$ cat src/rtl/if_pkg.sv
// Shared types and defaults for the instruction-fetch stage.
// Holds the FSM state encoding and the fetch packet layout.
package if_pkg;

  localparam int PC_W = 64;
  localparam int INSTR_W = 32;
  localparam logic [PC_W-1:0] RESET_PC_DEF = '0;
  localparam int PC_INC_DEF = 4;

  typedef enum logic [1:0] {
    IDLE,
    REQ,
    WAIT_SPACE
  } state_t;

  typedef struct packed {
    logic [INSTR_W-1:0] instr;
    logic [PC_W-1:0]    pc;
  } fetch_pkt;

endpackage

$ cat src/rtl/if_skid_buffer.sv
// One-entry skid buffer holding a fetch packet.
// Priority: clear over load over unload.
module if_skid_buffer
  import if_pkg::*;
#(
  parameter type pkt_t = fetch_pkt
) (
  input  logic clk,
  input  logic rst,
  input  logic load,
  input  logic unload,
  input  logic clear,
  input  pkt_t din,
  output pkt_t dout,
  output logic full
);

  always_ff @(posedge clk) begin
    if (rst) begin
      full <= 1'b0;
      dout <= '0;
    end else if (clear) begin
      full <= 1'b0;
    end else if (load) begin
      full <= 1'b1;
      dout <= din;
    end else if (unload) begin
      full <= 1'b0;
    end
  end

endmodule

$ cat src/rtl/if_fetch_unit.sv
// Instruction-fetch stage: PC, held-until-ack memory requests,
// IF/ID output registers with stall, redirect and a skid entry.
module if_fetch_unit
  import if_pkg::*;
#(
  parameter int PC_WIDTH = PC_W,
  parameter int INSTR_WIDTH = INSTR_W,
  parameter logic [PC_WIDTH-1:0] RESET_PC = PC_WIDTH'(RESET_PC_DEF),
  parameter int PC_INC = PC_INC_DEF
) (
  input  logic                   clock_In,
  input  logic                   reset_In,
  input  logic                   stall_In,
  input  logic                   branch_taken_In,
  input  logic [PC_WIDTH-1:0]    branch_target_In,
  output logic                   imem_req_Out,
  output logic [PC_WIDTH-1:0]    imem_addr_Out,
  input  logic                   imem_ack_In,
  input  logic [INSTR_WIDTH-1:0] imem_rdata_In,
  output logic [INSTR_WIDTH-1:0] instr_Out,
  output logic [PC_WIDTH-1:0]    pcOut_Out,
  output logic                   valid_Out
);

  typedef struct packed {
    logic [INSTR_WIDTH-1:0] instr;
    logic [PC_WIDTH-1:0]    pc;
  } pkt_t;

  state_t state_q;
  logic [PC_WIDTH-1:0] pc_q;
  logic [PC_WIDTH-1:0] req_addr_q;
  logic [PC_WIDTH-1:0] pc_inc;
  logic squash_q;
  logic req_q;
  logic valid_q;
  logic [INSTR_WIDTH-1:0] instr_q;
  logic [PC_WIDTH-1:0] pc_out_q;

  logic accept;
  logic slot_free;
  logic skid_load;
  logic skid_unload;
  logic skid_full;
  pkt_t skid_in;
  pkt_t skid_out;

  assign accept = valid_q && !stall_In;
  assign slot_free = !valid_q || !stall_In;
  assign pc_inc = pc_q + PC_WIDTH'(PC_INC);

  assign skid_load = (state_q == REQ) && !branch_taken_In
    && imem_ack_In && !squash_q && !slot_free;
  assign skid_unload = (state_q == WAIT_SPACE)
    && !branch_taken_In && accept;
  assign skid_in = '{instr: imem_rdata_In, pc: req_addr_q};

  if_skid_buffer #(
    .pkt_t(pkt_t)
  ) u_skid (
    .clk   (clock_In),
    .rst   (reset_In),
    .load  (skid_load),
    .unload(skid_unload),
    .clear (branch_taken_In),
    .din   (skid_in),
    .dout  (skid_out),
    .full  (skid_full)
  );

  always_ff @(posedge clock_In) begin
    if (reset_In) begin
      state_q    <= IDLE;
      pc_q       <= RESET_PC;
      req_addr_q <= '0;
      squash_q   <= 1'b0;
      req_q      <= 1'b0;
      valid_q    <= 1'b0;
      instr_q    <= '0;
      pc_out_q   <= '0;
    end else begin
      if (accept) valid_q <= 1'b0;
      unique case (state_q)
        IDLE: begin
          state_q <= REQ;
          req_q   <= 1'b1;
          if (branch_taken_In) begin
            pc_q       <= branch_target_In;
            req_addr_q <= branch_target_In;
            valid_q    <= 1'b0;
          end else begin
            req_addr_q <= pc_q;
          end
        end
        REQ: begin
          if (branch_taken_In) begin
            pc_q    <= branch_target_In;
            valid_q <= 1'b0;
            // the in-flight request must complete before retargeting
            if (imem_ack_In) begin
              squash_q   <= 1'b0;
              req_addr_q <= branch_target_In;
            end else begin
              squash_q <= 1'b1;
            end
          end else if (imem_ack_In) begin
            if (squash_q) begin
              squash_q   <= 1'b0;
              req_addr_q <= pc_q;
            end else if (slot_free) begin
              valid_q    <= 1'b1;
              instr_q    <= imem_rdata_In;
              pc_out_q   <= req_addr_q;
              pc_q       <= pc_inc;
              req_addr_q <= pc_inc;
            end else begin
              pc_q    <= pc_inc;
              state_q <= WAIT_SPACE;
              req_q   <= 1'b0;
            end
          end
        end
        WAIT_SPACE: begin
          if (branch_taken_In) begin
            pc_q       <= branch_target_In;
            req_addr_q <= branch_target_In;
            valid_q    <= 1'b0;
            state_q    <= REQ;
            req_q      <= 1'b1;
          end else if (accept && skid_full) begin
            valid_q    <= 1'b1;
            instr_q    <= skid_out.instr;
            pc_out_q   <= skid_out.pc;
            req_addr_q <= pc_q;
            state_q    <= REQ;
            req_q      <= 1'b1;
          end
        end
        default: begin
          state_q <= IDLE;
          req_q   <= 1'b0;
        end
      endcase
    end
  end

  assign imem_req_Out = req_q;
  assign imem_addr_Out = req_addr_q;
  assign instr_Out = instr_q;
  assign pcOut_Out = pc_out_q;
  assign valid_Out = valid_q;

endmodule

$ cat config.mk
export PLATFORM = sky130hd
export DESIGN_NAME = if_fetch_unit
export DESIGN_NICKNAME = d
export VERILOG_FILES = /design/src/rtl/if_pkg.sv /design/src/rtl/if_skid_buffer.sv /design/src/rtl/if_fetch_unit.sv
export SDC_FILE = /design/constraint.sdc
export NUM_CORES = 1
export LEC_CHECK = 0
export CORE_MARGIN = 2
export CORE_UTILIZATION = 49
export CTS_CLUSTER_SIZE = 40
export DETAILED_ROUTE_END_ITERATION = 7
export HOLD_SLACK_MARGIN = 0.05
export PLACE_DENSITY = 0.77
export SYNTH_ARGS = -nofsm -noshare
export SYNTH_HDL_FRONTEND = slang
export SYNTH_SLANG_ARGS = --single-unit
$ cat constraint.sdc
create_clock -name clock_In -period 2.5 [get_ports clock_In]
set_input_delay 0.375 -clock clock_In [delete_from_list [all_inputs] [get_ports clock_In]]
set_output_delay 0.375 -clock clock_In [all_outputs]
set_load 0.02 [all_outputs]
=== Word level (Yosys, flattened, before mapping) ===
Index checks and enable logic that the tools add are counted.

* Flip-flop bits (word level): 326
* Input port bits: 101
* Word-level logic and storage cells: 109

* $add $sub $neg: 1
* Equal/unequal tests: 13
* Mux-type cells: 55
* Bitwise operators: 1
* Reductions and logical operators: 28

{| class="wikitable"
|+ Operators by type and width
! cell !! number
|-
| 64-bit 2-to-1 mux || 17
|-
| 64-bit case mux with 2 select lines || 2
|-
| 32-bit 2-to-1 mux || 6
|-
| 64-bit case mux with 3 select lines || 1
|-
| 64-bit by 3-bit adder with 64-bit output (second input constant) || 1
|-
| 32-bit case mux with 2 select lines || 1
|-
| 1-bit 2-to-1 mux || 19
|-
| 2-bit 2-to-1 mux || 6
|-
| 2-bit inequality test (second input constant) || 6
|-
| 1-bit logical AND || 8
|-
| 2-bit nonzero test || 4
|-
| 7-bit AND reduction || 1
|-
| 3-bit inequality test (second input constant) || 2
|-
| 1-bit case mux with 3 select lines || 2
|-
| 2-bit case mux with 3 select lines || 1
|-
| 1-bit zero test || 5
|-
| 5-bit AND reduction || 1
|-
| 4-bit inequality test (second input constant) || 1
|-
| 2-bit AND reduction || 2
|-
| 4-bit AND reduction || 1
|-
| 2-bit OR reduction || 2
|-
| 3-bit by 2-bit inequality test with 1-bit output (second input constant) || 1
|-
| 3-bit AND reduction || 1
|-
| 3-bit nonzero test || 1
|-
| 6 further kinds || 6
|}

=== Longest topological paths before layout ===
Gate-level depths: netlist of the first run.

* Word-level depth: 8
* Depth in mapped cells: 9
* Gate-level depth less buffers: 7

=== Hierarchy ===
A second synthesis of the first run with hierarchy kept.

* Cell total of the unflattened synthesis: 2036
* Area total of the unflattened synthesis: 17160.2 µm²

{| class="wikitable"
|+ By module, submodules not included
! module !! instances !! cells an instance !! area an instance (µm²) !! seq. area each (µm²)
|-
| if_fetch_unit || 1 || 1596 || 12802.3 || 4584.4
|-
| if_skid_buffer || 1 || 440 || 4357.9 || 1941.9
|}

=== Worst setup path before layout of the first run ===
No wires, ideal clock.

* Path kind: flip-flop to flip-flop
* Start point: reg pc_q[6]
* End point: reg pc_q[59]
* Library setup time: 0.074 ns
* Arrival time: 2.469 ns
* Data required time: 2.426 ns
* Slack: -0.043 ns
* Cell stages (with the launch flop): 9
* Path through: dfxtp_1 buf_2 nand3_1 or4_1 or4_1 buf_2 or3_4 or3_1 a31oi_1

* Longest elaborated chain between the ends: 5

{| class="wikitable"
|+ Ends and longest elaborated chain
! what !! RTL line !! RTL
|-
| from (decl) || if_fetch_unit.sv:31 || <nowiki>logic [PC_WIDTH-1:0] pc_q;</nowiki>
|-
| from (signal assigned) || if_fetch_unit.sv:88 || <nowiki>pc_q <= branch_target_In;</nowiki>
|-
| from (signal assigned) || if_fetch_unit.sv:97 || <nowiki>pc_q <= branch_target_In;</nowiki>
|-
| from (signal assigned) || if_fetch_unit.sv:114 || <nowiki>pc_q <= pc_inc;</nowiki>
|-
| 64-bit by 3-bit adder with 64-bit output || if_fetch_unit.sv:50 || <nowiki>assign pc_inc = pc_q + PC_WIDTH'(PC_INC);</nowiki>
|-
| 64-bit 2-to-1 mux || if_fetch_unit.sv:107 || <nowiki>if (squash_q) begin</nowiki>
|-
| 64-bit 2-to-1 mux || if_fetch_unit.sv:106 || <nowiki>end else if (imem_ack_In) begin</nowiki>
|-
| 64-bit 2-to-1 mux || if_fetch_unit.sv:96 || <nowiki>if (branch_taken_In) begin</nowiki>
|-
| 64-bit case mux with 2 select lines || if_fetch_unit.sv:83 || <nowiki>unique case (state_q)</nowiki>
|}

Every way passes these cells. The select of a mux whose other input is x is not followed.
A chain may end at the register's enable or synchronous reset.

=== Final worst setup path of the first run ===
* Start point: reg pc_q[9]
* End point: reg pc_q[28]

Same word-level chain as after synthesis.

==> results.md, run 1 <==
- FF-to-FF path depth: 9
- Worst-path clk slew: 0.06 ns
- Final nets: 2528
- Most frequent cells in the layout: 502 x nand2_1, 324 x dfxtp_1, 260 x clkdlybuf4s50_1
- Tmin final: 2.45 ns
- WHS Path Cells: 4
- Rows: 65
- Cells after synthesis: 2102
- Rel. slew slack: 0.251
- Cell Pwr Density: 664 nW/µm²
- Status: finished, final reports clean
- Yosys Warn Count: 0
- Critical Path RT: 2.95 ns
- Routed wire per std cell: 22.5 µm
- Total CTS buffers: 37
- Max Clock Skew: 0.0168 ns
- EDFF count, synth: 0
- Register area: 6530 µm²
- Clk root buf: clkbuf_16
- Die area: 33600 µm²
- Initial antenna violation count: 1
- Worst setup SP type: flop
- Initial Util: 0.498
- Clk_lat worst skew: 0.53 ns
- Metal2 WL: 28500 µm
- Netlist cell types: 71
- Worst EP arrival: 2.90 ns
- Fin. max-slew vios: 0
- Max Fclk: 408 MHz
- Most common cell after layout, fill and taps aside: nand2_1
- 1st-pass router iterations: 6
- Post-DP HPWL: 44900 µm
- H-tree levels: 2
- Vias in the first global route: 16815
- CTS tree: done
- Clk buf depth: 3
- First-pass GRT wire length: 97800 µm
- Detail Route Antenna Nets: 0
- CTS Sinks: 326
- Hold Path Class: input pin to flop
- Hold Buf Count CTS: 0
- PortBufs: 262
- First DRT Iteration DRCs: 2175
- Ports: 263
- Cell area after layout: 21500 µm²
- Part of the cycle the worst path needs: 0.981
- Top layer in use: met4
- Layout cells sized above 1: 0.136
- Largest net degree at the start of global routing: 104
- Max cap viols: 0
- DRC: 0
- Routed met3 length: 6870 µm
- Ys flop type: dfxtp_1
- Async set or reset register ratio after synthesis: 0
- Number of fillers in the final layout: 2599
- CP Max Fanout: 6
- Final GP Congestion: 0.959
- Area post-placement: 20000 µm²
- Total Routing Usage GR: 0.373
- Via density: 6.24
- Area grow syn2layout: 36.5%
- Crit path kind: flop to flop
- Core area: 31600 µm²
- CP Capture Type: flop
- RSZ-0062 raised after global routing: yes
- Flops & latches, synth: 326
- Area of the multi-input gates: 8630 µm²
- Post-synthesis sequential area ratio: 0.414
- Final hold vios: 0
- P_leak: 0.00744 µW
- Power, Total: 14300 µW
- DR vias: 17828
- Horiz. Die Dim: 183 µm
- Met1 wire length: 26300 µm
- Average size of a mapped cell: 7.49 µm²
- Die Span Y: 183 µm
- Maximum vdd drop: 0.000417 V
- Gr ovfl total: 0
- Final wirelength: 64300 µm
- Slew @ Worst Pin: 1.12 ns
- Setup-failing EPs final: 0
- Post-synthesis cell area: 15700 µm²
- Synth Net Count: 2204
per-stage QoR:
stage                     hold WS, ns  TNS, ns  std cells   util  setup slack (ns)
after floorplan                 0.436  -0.0254       2102      -           -0.0254
after global placement          0.441   -0.126       2786  0.634           -0.0870
after detailed placement        0.447   -0.319       2786  0.634            -0.139
after CTS                       0.290        0       2852  0.676            0.0103
after global routing            0.335  -0.0558       2856  0.680           -0.0288
final                           0.314        0       2856  0.680            0.0467
worst max-delay path: stages (launching register included):
cell	delay, ns
dfxtp_1	0.38
nand4_1	0.24
or4_1	0.59
buf_4	0.20
buf_4	0.16
nor4_1	0.20
buf_4	0.20
a31o_2	0.16
a21oi_1	0.06
nor3_1	0.18
metal layers:
metal  GRT usage  up-vias
met4       0.138        0
met2       0.586      994
met1       0.503     8496
li1            -     8147
met3      0.0812      191
met5           0        -
flip-flops by register name, indices dropped and copies added (netlist names):
register       flops
u_skid.dout       96
imem_addr_Out     64
pcOut_Out         64
pc_q              64
instr_Out         32
state_q            2
imem_req_Out       1
squash_q           1
u_skid.full        1
valid_Out          1
cell families (layout without fill, tap and decap cells):
family                     after synthesis  after routing  share of synthesized area
and+or+nand+nor                        951            951                      0.266
AOI/OAI and AO/OA                      549            549                      0.228
DFF                                    326            326                      0.414
buffers and inverters                  205            556                     0.0497
xor gates and xnor gates                45             45                     0.0250
muxes                                   25             25                     0.0159
adders and majority gates                1              1                   0.000794
other                                    0              1                          0
power by group:
| group | switching [µW] | internal, µW | total, µW |
|---|---|---|---|
| clock | 2300 | 3540 | 5840 |
| combinational | 1530 | 1100 | 2620 |
| sequential | 338 | 5480 | 5810 |
cells in the mapped netlist (all sizes together) (12+ instances only):
cell type	count	share of area
nand2	503	0.12
nor2	186	0.044
nand4	40	0.016
buf	22	0.0060
mux2i	25	0.016
o211ai	12	0.0057
nand3	42	0.013
a31oi	21	0.0083
o31ai	12	0.0057
a311oi	104	0.058
nor4	32	0.014
xnor2	33	0.018
clkbuf	171	0.041
o21ai	76	0.024
xor2	12	0.0067
o22ai	19	0.0075
a21oi	204	0.065
nand2b	21	0.0083
a211oi	17	0.0081
dfxtp	326	0.41
and3	18	0.0072
nor3	58	0.018
path summary, 6_finish.rpt:
kind	from	end	slack (ns)
max	pc_q[9]	pc_q[28]	0.05
min	branch_taken_In	state_q[1]	0.31
min reg2reg	u_skid.dout[43]	u_skid.dout[43]	0.45
max reg2reg	pc_q[9]	pc_q[28]	0.05
repair_timing:
item | in CTS | in global routing
gates resized for setup | 5 | 19
pin swaps | 1 | 4
endpoints found under the setup margin | 5 | 25
setup buffers | 0 | 3
area by class of cell:
cell class                 instances  area share
clock buffer                      51      0.0516
multi-input combinational       1571       0.401
sequential                       326       0.304
tap                              402      0.0234
inverter                          12     0.00210
timing repair buffer             478       0.208
clock inverter                    15     0.00972
antenna                            1    0.000116
Note: power is estimated with default switching activity, not from simulation.
==> inputs of run 2 (changes only) <==
--- a/config.mk
+++ b/config.mk
@@ -5,6 +5,7 @@
 export SDC_FILE = /design/constraint.sdc
 export NUM_CORES = 1
 export LEC_CHECK = 0
+export ABC_CLOCK_PERIOD_IN_PS = 2500
 export CORE_MARGIN = 2
 export CORE_UTILIZATION = 49
 export CTS_CLUSTER_SIZE = 40
==> results of run 2 <==
The final DEF is identical to that of run 1; final timing and power are the same.
